File: src/rtl/picorv32_mem_pkg.sv
// Shared types for the picorv32 native-bus memory responder.
package picorv32_mem_pkg;

  localparam int WORD_BYTES = 4;
  localparam int BYTE_OFF_W = $clog2(WORD_BYTES);

  typedef enum logic [1:0] {
    IDLE  = 2'd0,
    STALL = 2'd1,
    ISSUE = 2'd2,
    RESP  = 2'd3
  } state_e;

  typedef struct packed {
    logic        instr;
    logic [31:0] addr;
    logic [31:0] wdata;
    logic [3:0]  wstrb;
  } mem_req_t;

endpackage

File: src/rtl/picorv32_mem_protocol_monitor.sv
// Sticky detector for core-side handshake violations: a request must stay
// stable and asserted until it is answered, and must be word aligned.
module picorv32_mem_protocol_monitor
  import picorv32_mem_pkg::*;
(
  input  logic     clk,
  input  logic     resetn,
  input  state_e   state_i,
  input  logic     mem_valid_i,
  input  mem_req_t live_i,
  input  mem_req_t cap_i,
  output logic     protocol_err_o
);

  logic err_q;
  logic err_d;
  logic hold_chk_s;
  logic violation_s;

  // Flag a dropped or altered request while pending, or a misaligned new one
  always_comb begin
    hold_chk_s  = (state_i == STALL) || (state_i == ISSUE);
    violation_s = 1'b0;
    if (hold_chk_s && (!mem_valid_i || (live_i != cap_i))) begin
      violation_s = 1'b1;
    end else if ((state_i == IDLE) && mem_valid_i &&
                 (live_i.addr[BYTE_OFF_W-1:0] != '0)) begin
      violation_s = 1'b1;
    end else begin
      violation_s = 1'b0;
    end
    err_d = err_q | violation_s;
  end

  // Sticky error register, cleared only by reset
  always_ff @(posedge clk) begin
    if (!resetn) begin
      err_q <= 1'b0;
    end else begin
      err_q <= err_d;
    end
  end

  assign protocol_err_o = err_q;

endmodule

File: src/rtl/picorv32_mem_responder.sv
// picorv32 native-bus slave: one SRAM access per request, with optional
// externally requested wait states bounded by MAX_WAIT.
module picorv32_mem_responder
  import picorv32_mem_pkg::*;
#(
  parameter int ADDR_W   = 10,
  parameter int MAX_WAIT = 4
) (
  input  logic              clk,
  input  logic              resetn,
  input  logic              mem_valid,
  input  logic              mem_instr,
  input  logic [31:0]       mem_addr,
  input  logic [31:0]       mem_wdata,
  input  logic [3:0]        mem_wstrb,
  output logic              mem_ready,
  output logic [31:0]       mem_rdata,
  input  logic              stall_req,
  output logic              sram_en,
  output logic [3:0]        sram_we,
  output logic [ADDR_W-1:0] sram_addr,
  output logic [31:0]       sram_wdata,
  input  logic [31:0]       sram_rdata,
  output logic              busy,
  output logic              protocol_err
);

  localparam int CNT_W = (MAX_WAIT > 0) ? $clog2(MAX_WAIT + 1) : 1;
  localparam logic [CNT_W-1:0] LAST_WAIT = (MAX_WAIT > 0) ? CNT_W'(MAX_WAIT - 1) : '0;

  state_e            state_q, state_d;
  mem_req_t          req_q, req_d;
  logic [CNT_W-1:0]  wait_cnt_q, wait_cnt_d;
  mem_req_t          live_s;
  logic              in_range_s;
  logic              is_read_s;

  assign live_s     = {mem_instr, mem_addr, mem_wdata, mem_wstrb};
  assign in_range_s = (req_q.addr >> (ADDR_W + BYTE_OFF_W)) == 32'd0;
  assign is_read_s  = (req_q.wstrb == 4'b0000);

  // Next-state, capture and wait counter
  always_comb begin
    state_d    = state_q;
    req_d      = req_q;
    wait_cnt_d = wait_cnt_q;
    case (state_q)
      IDLE: begin
        if (mem_valid) begin
          req_d   = live_s;
          state_d = (stall_req && (MAX_WAIT > 0)) ? STALL : ISSUE;
        end else begin
          state_d = IDLE;
        end
      end
      STALL: begin
        wait_cnt_d = wait_cnt_q + CNT_W'(1);
        if (!stall_req || (wait_cnt_q == LAST_WAIT)) begin
          state_d = ISSUE;
        end else begin
          state_d = STALL;
        end
      end
      ISSUE: state_d = RESP;
      RESP: begin
        state_d    = IDLE;
        wait_cnt_d = '0;
      end
      default: begin
        state_d    = IDLE;
        wait_cnt_d = '0;
      end
    endcase
  end

  // Output decode; out-of-range requests never touch the SRAM and read as zero
  always_comb begin
    sram_en    = 1'b0;
    sram_we    = 4'b0000;
    sram_addr  = '0;
    sram_wdata = 32'h0;
    mem_ready  = 1'b0;
    mem_rdata  = 32'h0;
    case (state_q)
      ISSUE: begin
        sram_en    = in_range_s;
        sram_we    = in_range_s ? req_q.wstrb : 4'b0000;
        sram_addr  = req_q.addr[ADDR_W+BYTE_OFF_W-1:BYTE_OFF_W];
        sram_wdata = req_q.wdata;
      end
      RESP: begin
        mem_ready = 1'b1;
        mem_rdata = (in_range_s && is_read_s) ? sram_rdata : 32'h0;
      end
      default: begin
        mem_ready = 1'b0;
      end
    endcase
  end

  assign busy = (state_q != IDLE);

  // State, capture and counter registers
  always_ff @(posedge clk) begin
    if (!resetn) begin
      state_q    <= IDLE;
      req_q      <= '0;
      wait_cnt_q <= '0;
    end else begin
      state_q    <= state_d;
      req_q      <= req_d;
      wait_cnt_q <= wait_cnt_d;
    end
  end

  picorv32_mem_protocol_monitor u_mon (
    .clk            (clk),
    .resetn         (resetn),
    .state_i        (state_q),
    .mem_valid_i    (mem_valid),
    .live_i         (live_s),
    .cap_i          (req_q),
    .protocol_err_o (protocol_err)
  );

endmodule
File: config.mk
export PLATFORM = sky130hd
export DESIGN_NAME = picorv32_mem_responder
export DESIGN_NICKNAME = d
export VERILOG_FILES = /design/src/rtl/picorv32_mem_pkg.sv /design/src/rtl/picorv32_mem_protocol_monitor.sv /design/src/rtl/picorv32_mem_responder.sv
export SDC_FILE = /design/constraint.sdc
export NUM_CORES = 1
export LEC_CHECK = 0
export ABC_AREA = 0
export ABC_CLOCK_PERIOD_IN_PS = 2950
export CAP_MARGIN = 25
export CORE_MARGIN = 10
export CORE_UTILIZATION = 46
export DETAILED_ROUTE_END_ITERATION = 7
export PLACE_DENSITY_LB_ADDON = 0.2
export SLEW_MARGIN = 20
export SYNTH_ARGS = -nofsm -noshare
export SYNTH_HDL_FRONTEND = slang
export SYNTH_SLANG_ARGS = --single-unit
File: constraint.sdc
create_clock -name clk -period 2.95 [get_ports clk]
set_input_delay 0.59 -clock clk [delete_from_list [all_inputs] [get_ports clk]]
set_output_delay 0.59 -clock clk [all_outputs]
set_load 0.03 [all_outputs]
## Word-level counts from Yosys, hierarchy flattened

Cells that the tools add are included.

- Bits of input ports: 105
- Output and inout port bits: 82
- Register bits: 75
- Logic and storage cells: 45

- Reduce and logical (&&, ||, !) cells: 16
- Muxes and demuxes: 15
- Add/subtract/negate cells: 1
- Bitwise logic cells: 1
- Equality and inequality tests: 5

Operators with widths:

| cell | count |
|---|---|
| $mux 32 | 3 |
| $ne 69x69->1 | 1 |
| $logic_not 32->1 | 1 |
| $mux 10 | 1 |
| $mux 4 | 2 |
| $pmux 2 s4 | 1 |
| $mux 2 | 3 |
| $pmux 3 s2 | 1 |
| $reduce_bool 2->1 | 3 |
| $eq 2x2->1 const B | 2 |
| $logic_and 1x1->1 | 4 |
| $logic_not 4->1 | 1 |
| $mux 1 | 4 |
| $add 3x1->3 const B | 1 |
| $eq 3x2->1 const B | 1 |
| $logic_or 1x1->1 | 3 |
| $eq 2x1->1 const B | 1 |
| $logic_not 1->1 | 2 |
| $logic_not 2->1 | 1 |
| $reduce_and 2->1 | 1 |
| $or 1x1->1 | 1 |

## Depth between registers and ports, before layout

Gate-level depths: netlist of run 1.

- Word-level depth: 6
- Gate-level depth with buffers: 8

## Cells and area by module

Synthesis of run 1 repeated with hierarchy kept, for this count alone.

- Cells, all modules: 593
- Area, all modules: 4,682.0 sq um

By module, submodules not included:

| module | seq. area each (sq um) | area an instance (sq um) | instances | cells each |
|---|---|---|---|---|
| picorv32_mem_responder | 1,481.4 | 3,759.9 | 1 | 471 |
| picorv32_mem_protocol_monitor | 20.0 | 922.1 | 1 | 122 |

## Worst setup path before layout of run 1

OpenSTA, ideal clock, no wires.

- Path type: reg2out
- Start: register req_q[62] in the netlist's numbering
- End: output mem_rdata[10]
- Cell stages (with the launch flop): 7
- Path slack: 0.882 ns
- Arrival time: 1.478 ns
- Path through: dfxtp_1 -> nor4_1 -> nand3_1 -> nor2_2 -> and3_4 -> buf_6 -> and2_1

- Longest elaborated chain between the ends: 4

RTL lines:

| item | RTL line | source |
|---|---|---|
| start: declaration | picorv32_mem_responder.sv:32 | `mem_req_t req_q, req_d;` |
| start signal: assignment | picorv32_mem_responder.sv:111 | `req_q <= req_d;` |
| $logic_not 32->1 | picorv32_mem_responder.sv:39 | `assign in_range_s = (req_q.addr >> (ADDR_W + BYTE_OFF_W)) == 32'd0;` |
| $logic_and 1x1->1 | picorv32_mem_responder.sv:93 | `mem_rdata = (in_range_s && is_read_s) ? sram_rdata : 32'h0;` |
| $mux 32 | picorv32_mem_responder.sv:93 |  |
| $mux 32 | picorv32_mem_responder.sv:84 | `case (state_q)` |
| end: declaration | picorv32_mem_responder.sv:17 | `output logic [31:0] mem_rdata,` |

No other way between the ends.

## Final worst setup path of run 1

- Start: register req_q[62] in the netlist's numbering
- End: output mem_rdata[19]

The elaborated chain is that of the path after synthesis.

==> results of run 1 <==
kinds of logic after synthesis:
family | count (synthesis) | share of synthesized area [%]
AND/OR/NAND/NOR | 279 | 32.11
adder cells (fa/ha/maj) | 7 | 2.032
flip-flops | 75 | 34.84
buffers and inverters | 49 | 4.907
AO/OA/AOI/OAI | 88 | 15.30
multiplexers | 1 | 0.2323
XOR/XNOR | 52 | 10.57
stage by stage:
step	setup WS (ns)	utilization, %	cell area, um2	std cells
floorplan	0.8822	-	4309	551
global placement	0.3041	69.14	6359	823
detailed placement	0.2377	69.14	6359	823
CTS	0.1268	71.32	6559	839
global route	0.01079	71.32	6559	839
finish	0.1610	71.32	6559	839
worst max path at each step:
stage	cells after the start	end
2_1_floorplan	6	mem_rdata[10]
3_3_place_gp	6	mem_rdata[19]
3_5_place_dp	6	mem_rdata[14]
4_1_cts	6	mem_rdata[14]
5_1_grt	6	mem_rdata[2]
6_report	6	mem_rdata[19]
area by class of cell:
cell class,instances,share of cell area [%]
well taps,111,2.118
flip-flops and latches,75,22.89
inverters,17,0.9729
multi-input cells,427,39.64
repair buffers,193,30.71
clock inverters,7,1.774
clock buffers,9,1.889
power by group:
group / switching (mW) / internal, mW
clock: 0.394 / 0.560
combinational: 0.268 / 0.281
sequential: 0.0587 / 1.08
registers in the layout (all words and copies together), names as in the netlist:
register / count
state_q: 2
req_q: 69
u_mon.protocol_err_o: 1
wait_cnt_q: 3
worst min-delay path, stage by stage (launching register included):
cell      delay (ns)
dfxtp_1         0.32
nand2_1         0.05
a21boi_0        0.06
layout by cell type, fill, tap and decap left out, drive strengths merged, types with 16 or more instances in the layout:
| master | instances |
|---|---|
| nor4 | 16 |
| xor2 | 34 |
| buf | 55 |
| a21boi | 70 |
| and2 | 77 |
| dlygate4sd2 | 32 |
| dfxtp | 75 |
| inv | 17 |
| nand2 | 141 |
| clkdlybuf4s50 | 106 |
| xnor2 | 18 |
per-layer routing:
layer | track usage (%) | routed length (um)
met3 | 7.645 | 1733
met4 | 7.166 | 306
met1 | 24.73 | 6133
met5 | 0 | 0
met2 | 36.67 | 7238
==> results.md, run 1 <==
- Peak VDD IR: 311.7 uV
- Power Dens Cells: 402.7 mW/mm2
- CTS Sinks: 75
- Flip-flop and latch area: 0.001501 mm2
- Fillers: 762
- Initial antenna violation count: 0
- GP Congestion: 0.8557
- Clock Tree Buf Depth: 2
- Cell Chain, Critical Path: nor4_1 -> nand3_1 -> nor2_2 -> and3_4 -> and2_1 -> dlygate4sd2_1
- Syn Std Cell Area: 0.004309 mm2
- Max incr delay on CP: 0.41 ns
- Die area: 0.01364 mm2
- Routed Antenna Nets: 0
- Outcome: completed
- RSZ-0062 raised after global routing: false
- Asr flop ratio synth: 0%
- Routed WL per cell: 18.37 um
- Synth top area share: 34.84%
- Crit. End Element: primary output
- Cell family with most CP delay: simple AND/OR/NAND/NOR gates
- Sequential fraction of the synthesis area: 34.84%
- Hold Crit Start: req_q[68]$_SDFFE_PN0P_
- I/O Buffers: 186
- First-pass GRT wire length: 23.21 mm
- R2r endpoint: u_mon.protocol_err_o$_SDFF_PN0_
- Final worst clock skew: 0.01033 ns
- Num CTS Buffers: 9
- Synth unique cells: 34
- DRT Wirelength: 15.41 mm
- Post-CTS resize count: 32
- Setup TNS Final: 0 ns
- Worst Hold End: req_q[68]$_SDFFE_PN0P_
- Setup Viol. Count Final: 0
- Synthesized Nets: 663
- Grt total ovfl: 0
- Cell taking the most area after synthesis: dfxtp_1
- Share of post-route cells with drive strength above 1: 10.44%
- Detailed Place HPWL: 12.15 mm
- Post-synth EDFFs: 0
- Dominant synthesized flop cell: dfxtp_1
- Largest net degree at the start of global routing: 70
- Clock Latency Late Sink: 0.34 ns
- Critical path origin: req_q[62]$_SDFFE_PN0P_
- Max Clk Rate: 358.6 MHz
- Final min period: 2.789 ns
- # hold bufs at CTS: 0
- Die H: 116.8 um
- Reg2reg start: state_q[0]$_SDFF_PN0_
- Synth Warn #: 0
- DR pass1 iterations: 5
- Htree depth: 3
- Initial core utilization: 46.86%
- Startpoint types: flop
- Post-synth top cells: nand2_1, and2_1, dfxtp_1
- Register bit total from synthesis: 75
- CP required: 2.36 ns
- CP max-delay cell: dlygate4sd2_1
- Syn Area/Cell: 7.821 um2
- Fin Hold WS: 0.4815 ns
- TritonCTS clock tree: yes
- Hold WC Path Type: reg -> reg
- Routed vias/inst: 5.187
- Relative slew slack: 46.76%
- Slew @ Worst Pin: 0.7986 ns
- Die width: 116.8 um
- Hold depth: 2
- Core Area: 0.009196 mm2
- Root buf cell: clkbuf_8
- Vias in the first global route: 4314
- Initial drt markers: 271
- Worst R2R Setup Slack: 1.19 ns
- Area of the multi-input gates: 0.002600 mm2
- # IOs: 187
- Final period utilization: 94.54%
- Antenna Cells: 0
- CTS clk-pin slew, worst paths: 0.08 ns
- Global-route usage over all layers: 21.61%
- Tot Pwr: 2.641 mW
- DR vias: 4352
- Postcts setup bufs: 0
- Area grow syn2layout: 52.21%
- Worst Path Max Fanout: 32
- Setup CP Type: reg -> out
- DR DRC count: 0
- Synth area leaders: dfxtp_1, nand2_1, a21boi_0
- Site Rows: 35
- Leak: 2.832 nW
- WP data arrival: 2.20 ns
- Reg2Reg Depth: 7
- Final Max Tran Viols: 0
- Most frequent cell after synthesis: nand2_1
- Max Cap Violations: 0
- CP bufs+invs: 1
- Layout Nets: 835
- Hold Vio Cnt, Final: 0
- Synth Instances: 551
Note: power is estimated with default switching activity, not from simulation.
==> run 2: changes to the inputs <==
- CORE_MARGIN: 10 -> unset
==> results.md, run 2 (synthesis gave the netlist of run 1 again) <==
- First-pass GRT wire length: 20.71 mm (-11%)
- Cell family with most CP delay: simple AND/OR/NAND/NOR gates
- Final instance area: 0.006452 mm2 (-1.6%)
- Dpl cell area: 0.006232 mm2 (-2.0%)
- Detailed Place HPWL: 10.00 mm (-18%)
- Grt total ovfl: 0 (unchanged)
- Commonest cells after routing, fill and taps aside: nand2_1, clkdlybuf4s50_1, and2_1
- Clock Latency Late Sink: 0.35 ns (about the same)
- Final worst clock skew: 0.01055 ns (+0.0002171 ns)
- CTS clk-pin slew, worst paths: 0.08 ns (about the same)
- Routed vias/inst: 5.112 (-1.4%)
- CP bufs+invs: 1 (unchanged)
- CP required: 2.36 ns (about the same)
- Setup TNS Final: 0 ns (unchanged)
- Share of post-route cells with drive strength above 1: 6.996% (-3.4 points)
- Relative slew slack: 53.35% (+6.6 points)
- Int Power: 1.937 mW (+0.86%)
- Routed Antenna Nets: 0 (unchanged)
- Tot Pwr: 2.646 mW (+0.19%)
- DR pass1 iterations: 4 (-1)
- Site Rows: 34 (-2.9%)
- Peak VDD IR: 236.1 uV (-24%)
- Largest net degree at the start of global routing: 55 (-21%)
- Clk pwr share: 36.7% (+0.6 points)
- Initial core utilization: 48.47% (+1.6 points)
- WP data arrival: 2.22 ns (+0.02 ns)
- Clock Tree Buf Depth: 2 (unchanged)
- Antenna Cells: 0 (unchanged)
- Fin Hold WS: 0.4824 ns (+0.0009000 ns)
- Die H: 98.79 um (-15%)
- Power Dens Cells: 410.1 mW/mm2 (+1.8%)
- Regs by FF count: req_q: 69 flops, wait_cnt_q: 3 flops, state_q: 2 flops
- Global-route usage over all layers: 27.33% (+5.7 points)
- Hold depth: 2 (unchanged)
- Crit. End Element: primary output
- GP Congestion: 0.9063 (+5.9%)
- CP max-delay cell: dlygate4sd2_1
- Slew @ Worst Pin: 0.6997 ns (-0.09892 ns)
- Cell Chain, Critical Path: nor4_1 -> nand3_1 -> nor2_2 -> and3_4 -> and2_1 -> dlygate4sd2_1
- DR vias: 4279 (-1.7%)
- Max Clk Rate: 355.5 MHz (-0.85%)
- Postcts setup bufs: 0 (unchanged)
- I/O Buffers: 186 (unchanged)
- TritonCTS clock tree: yes
- Fillers: 757 (-0.66%)
- Vias in the first global route: 4202 (-2.6%)
- Final min period: 2.813 ns (+0.02386 ns)
- Root buf cell: clkbuf_8
- Area grow syn2layout: 49.74%
- Max incr delay on CP: 0.39 ns (-0.02 ns)
- Leak: 2.743 nW (-3.2%)
- # IOs: 187 (unchanged)
- Comb pwr share: 20.3% (-0.5 points)
- Routed WL per cell: 16.16 um (-12%)
- DR DRC count: 0 (unchanged)
- Sequential power share: 43.0% (about the same)
- Initial drt markers: 221 (-18%)
- Die area: 0.009758 mm2 (-28%)
- Outcome: completed
- Max Cap Violations: 0 (unchanged)
- Number of cells on the critical path: 6 (unchanged)
- Sw frac: 26.82% (-0.49 points)
- Startpoint types: flop
- Initial antenna violation count: 0 (unchanged)
- Final Max Tran Viols: 0 (unchanged)
- Htree depth: 3 (unchanged)
- Max reg flops: 69 (unchanged)
- CTS Sinks: 75 (unchanged)
- Worst Path Max Fanout: 16 (-50%)
- Reg2Reg Depth: 7 (unchanged)
- NetSw: 709.7 uW (-1.6%)
- Hold WC Path Type: reg -> reg
- RSZ-0062 raised after global routing: false
- Reg with most FFs: req_q
- Num CTS Buffers: 9 (unchanged)
- Final period utilization: 95.35% (+0.81 points)
- Hold Vio Cnt, Final: 0 (unchanged)
- Commonest non-fill, non-tap cell in the layout: nand2_1
- Setup CP Type: reg -> out
- DRT Wirelength: 13.53 mm (-12%)
- Core Area: 0.008891 mm2 (-3.3%)
- Layout Nets: 836 (+0.12%)
- Setup Viol. Count Final: 0 (unchanged)
- Die width: 98.79 um (-15%)
## run 2: power by group through the flow
stage	clock network, mW	logic, mW	registers [mW]
floorplan	0	0.266	1.15
global placement	0	0.523	1.15
detailed placement	0	0.530	1.16
CTS	0.976	0.535	1.14
global route	1.01	0.584	1.15
finish	0.972	0.536	1.14
## run 2: area by class of cell
class	count	area (um2)	share of cell area (%)
tap	108	135.1	2.094
inverter	17	63.81	0.9889
multi-input combinational	428	2618	40.57
timing repair buffer	193	1893	29.34
sequential	75	1501	23.27
clock inverter	5	100.1	1.551
clock buffer	11	141.4	2.191
## run 2: worst reg2reg max path, stage by stage (launching register included)
cell and delay [ns]:
dfxtp_1 0.38, inv_1 0.09, ha_1 0.24, and2_2 0.22, a21oi_1 0.23, nand4_1 0.12
nor4_1 0.32, a21oi_1 0.10
## run 2: layer usage
metal / GRT usage [%] / up-vias / share of wire [%]
met5: 0 / - / 0
li1: - / 2137 / -
met3: 5.745 / 23 / 6.7
met4: 11.94 / 0 / 2.4
met2: 49.81 / 170 / 51
met1: 30.59 / 1949 / 40
## run 2: stage by stage
step                setup slack, ns  util (%)  instances
finish                       0.1372     72.57        837
global placement             0.2913     70.10        820
floorplan                    0.8822         -        551
global route                0.01020     72.57        837
detailed placement           0.2330     70.10        820
CTS                          0.1065     72.36        836
## run 2: final timing paths
check                         start                               to  slack [ns]
max          req_q[54]$_SDFFE_PN0P_                     mem_rdata[9]        0.14
min          req_q[36]$_SDFFE_PN0P_           req_q[36]$_SDFFE_PN0P_        0.48
max reg2reg   state_q[0]$_SDFF_PN0_  u_mon.protocol_err_o$_SDFF_PN0_        1.12
min reg2reg  req_q[36]$_SDFFE_PN0P_           req_q[36]$_SDFFE_PN0P_        0.48
## run 2: timing repair
item	4_1_cts	5_1_grt
pin swaps	0	0
setup endpoints to repair	32	2
hold buffers	0	0
cloned	0	1
gates resized for setup	32	3
hold endpoints to repair	0	0
==> run 3: changes to the inputs <==
- CORE_UTILIZATION: 46 -> 48
- SYNTH_HIERARCHICAL: unset -> 1
==> results.md, run 3 <==
- NetSw: 927.3 uW (+31%)
- Commonest non-fill, non-tap cell in the layout: nand2_1
- Most frequent cell after synthesis: nand2_1
- CP max-delay cell: clkdlybuf4s50_1
- Max reg flops: 69 (unchanged)
- Max incr delay on CP: 0.68 ns (+0.29 ns)
- Initial drt markers: 151 (-32%)
- Syn Std Cell Area: 0.004682 mm2 (+8.7%)
- Power Dens Cells: 405.3 mW/mm2 (-1.2%)
- Layout Nets: 865 (+3.5%)
- # hold bufs at CTS: 0 (unchanged)
- Relative slew slack: 51.35% (-2.0 points)
- Post-synth top cells: nand2_1, dfxtp_1, a21boi_0
- Die area: 0.01015 mm2 (+4.0%)
- Synth Instances: 593 (+7.6%)
- Grt total ovfl: 0 (unchanged)
- CTS clk-pin slew, worst paths: 0.09 ns (about the same)
- Reg with most FFs: req_q
- DR pass1 iterations: 4 (unchanged)
- Asr flop ratio synth: 0% (unchanged)
- First-pass GRT wire length: 21.58 mm (+4.2%)
- Synth top area share: 32.07% (-2.8 points)
- CP required: 2.36 ns (about the same)
- Crit. End Element: primary output
- Global-route usage over all layers: 27.39% (+0.061 points)
- Int Power: 1.762 mW (-9.0%)
- TritonCTS clock tree: yes
- Die H: 100.8 um (+2.0%)
- Hold WC Path Type: reg -> reg
- Placed insts: 875 (+6.7%)
- Hold Vio Cnt, Final: 0 (unchanged)
- GP Congestion: 0.8531 (-5.9%)
- Startpoint types: flop
- Commonest cells after routing, fill and taps aside: nand2_1, clkdlybuf4s50_1, dfxtp_1
- Dpl cell area: 0.006455 mm2 (+3.6%)
- I/O Buffers: 186 (unchanged)
- Final period utilization: 93.68% (-1.7 points)
- # IOs: 187 (unchanged)
- Clk pwr share: 27.1% (-9.6 points)
- Root buf cell: clkbuf_8
- Synth Area in Adders: 0.8017% (-1.2 points)
- Dominant synthesized flop cell: dfxtp_1
- Clock Tree Buf Depth: 2 (unchanged)
- Syn Area/Cell: 7.895 um2 (+0.96%)
- Synthesized Nets: 701 (+5.7%)
- Regs by FF count: req_q: 69 flops, wait_cnt_q: 3 flops, state_q: 2 flops
- Antenna Cells: 0 (unchanged)
- Worst Path Max Fanout: 34 (+18)
- CP bufs+invs: 2 (+1)
- Largest net degree at the start of global routing: 70 (+27%)
- Final Non-Filler Cells: 891 (+6.5%)
- Final worst clock skew: 0.01401 ns (+0.003464 ns)
- DR vias: 4646 (+8.6%)
- Share of post-route cells with drive strength above 1: 13.12% (+6.1 points)
- Area grow syn2layout: 41.74%
- Peak VDD IR: 312.8 uV (+32%)
- Cell Chain, Critical Path: nor2b_2 -> buf_4 -> and2_1 -> clkdlybuf4s50_1
- Site Rows: 35 (+2.9%)
- RSZ-0062 raised after global routing: false
- Final min period: 2.763 ns (-0.04940 ns)
- Leak: 2.317 nW (-16%)
- Synth unique cells: 46 (+35%)
- Mux cell area share after synthesis: 0.2138% (-0.018 points)
- Clock Latency Late Sink: 0.35 ns (about the same)
- Cell taking the most area after synthesis: dfxtp_1
- Routed WL per cell: 15.66 um (-3.1%)
- Outcome: completed
- Setup CP Type: reg -> out
- Max Cap Violations: 0 (unchanged)
- Die width: 100.8 um (+2.0%)
- Synth Warn #: 6 (+6)
- Complex-gate fraction of the synthesized area: 15.34% (+0.037 points)
- Final instance area: 0.006636 mm2 (+2.9%)
- Register bit total from synthesis: 75 (unchanged)
- Htree depth: 3 (unchanged)
- Sequential power share: 43.2% (+0.2 points)
- DR DRC count: 0 (unchanged)
- Vias in the first global route: 4337 (+3.2%)
- Sequential fraction of the synthesis area: 32.07% (-2.8 points)
- Synth Area in Simple Gates: 35.54% (+3.4 points)
- Core Area: 0.009328 mm2 (+4.9%)
- Setup Viol. Count Final: 0 (unchanged)
- Largest family of logic cells by synthesized area: simple AND/OR/NAND/NOR gates
- Max Clk Rate: 361.9 MHz (+1.8%)
- Initial core utilization: 50.19% (+1.7 points)
- Routed vias/inst: 5.214 (+2.0%)
- Fin Hold WS: 0.4809 ns (-0.001554 ns)
- Setup TNS Final: 0 ns (unchanged)
- Synth area leaders: dfxtp_1, nand2_1, a21boi_0
- Slew @ Worst Pin: 0.7297 ns (+0.03003 ns)
- Cell family with most CP delay: buffers and inverters
- Detailed Place HPWL: 10.48 mm (+4.8%)
- DRT Wirelength: 13.95 mm (+3.1%)
- Comb pwr share: 29.7% (+9.4 points)
- Final Max Tran Viols: 0 (unchanged)
- Initial antenna violation count: 0 (unchanged)
- CTS Sinks: 75 (unchanged)
- Num CTS Buffers: 9 (unchanged)
- Sw frac: 34.48% (+7.7 points)
- Routed Antenna Nets: 0 (unchanged)
- WP data arrival: 2.17 ns (-0.05 ns)
- Xor/xnor share of the synthesized area: 8.979% (-1.6 points)
- Post-synth EDFFs: 0 (unchanged)
==> run 3: per-stage QoR <==
stage / setup slack (ns) / total power [mW] / utilization (%)
3_3_place_gp: 0.4834 / 1.960 / 69.20
3_5_place_dp: 0.4457 / 1.978 / 69.20
6_report: 0.1866 / 2.690 / 71.15
2_1_floorplan: 0.2863 / 1.693 / -
5_1_grt: 0.05011 / 2.833 / 71.15
4_1_cts: 0.05328 / 2.702 / 71.13
==> run 3: logic make-up (layout without fill, tap and decap cells) <==
kind of cell,after synthesis,count (layout)
flops,75,75
simple gates,304,304
xor+xnor,48,48
buf+inv,68,237
mux,1,1
fa+ha+maj,3,3
compound gates,94,94
==> run 3: final cells by class <==
| class | instances | area, um2 |
|---|---|---|
| flip-flops and latches | 75 | 1503 |
| well taps | 129 | 161.4 |
| clock buffers | 11 | 141.4 |
| clock inverters | 5 | 38.79 |
| multi-input cells | 450 | 2859 |
| repair buffers | 196 | 1839 |
| fillers | 807 | 2691 |
| inverters | 25 | 93.84 |
==> run 3: layer usage <==
metal	up-vias	wire length [um]	track usage, %
met3	16	870	6.311
met2	142	6821	46.63
met4	0	229	6.689
met5	-	0	0
met1	2180	6033	35.02
li1	2308	-	-
==> run 3: worst paths after layout <==
check,to,start,slack [ns],cells past startpoint
max reg2reg,u_mon/protocol_err_o$_SDFF_PN0_,state_q[0]$_SDFF_PN0_,1.01,7
max,sram_wdata[10],state_q[1]$_SDFF_PN0_,0.19,4
min reg2reg,req_q[30]$_SDFFE_PN0P_,req_q[30]$_SDFFE_PN0P_,0.48,2
min,req_q[30]$_SDFFE_PN0P_,req_q[30]$_SDFFE_PN0P_,0.48,2
==> run 3: worst min-delay path: stages, from the launching register on <==
cell      delay, ns
dfxtp_1        0.33
nand2_1        0.06
a21boi_1       0.05
==> run 3: power groups by stage <==
stage	registers [mW]	logic, mW	clock network, mW
2_1_floorplan	1.16	0.530	0
6_report	1.16	0.798	0.730
5_1_grt	1.17	0.869	0.791
4_1_cts	1.16	0.798	0.745
3_5_place_dp	1.18	0.795	0
3_3_place_gp	1.18	0.782	0
==> run 3: repair_timing <==
action | 4_1_cts | 5_1_grt
endpoints found under the setup margin | 0 | 34
gates resized for setup | 0 | 1
buffers inserted | 0 | 0
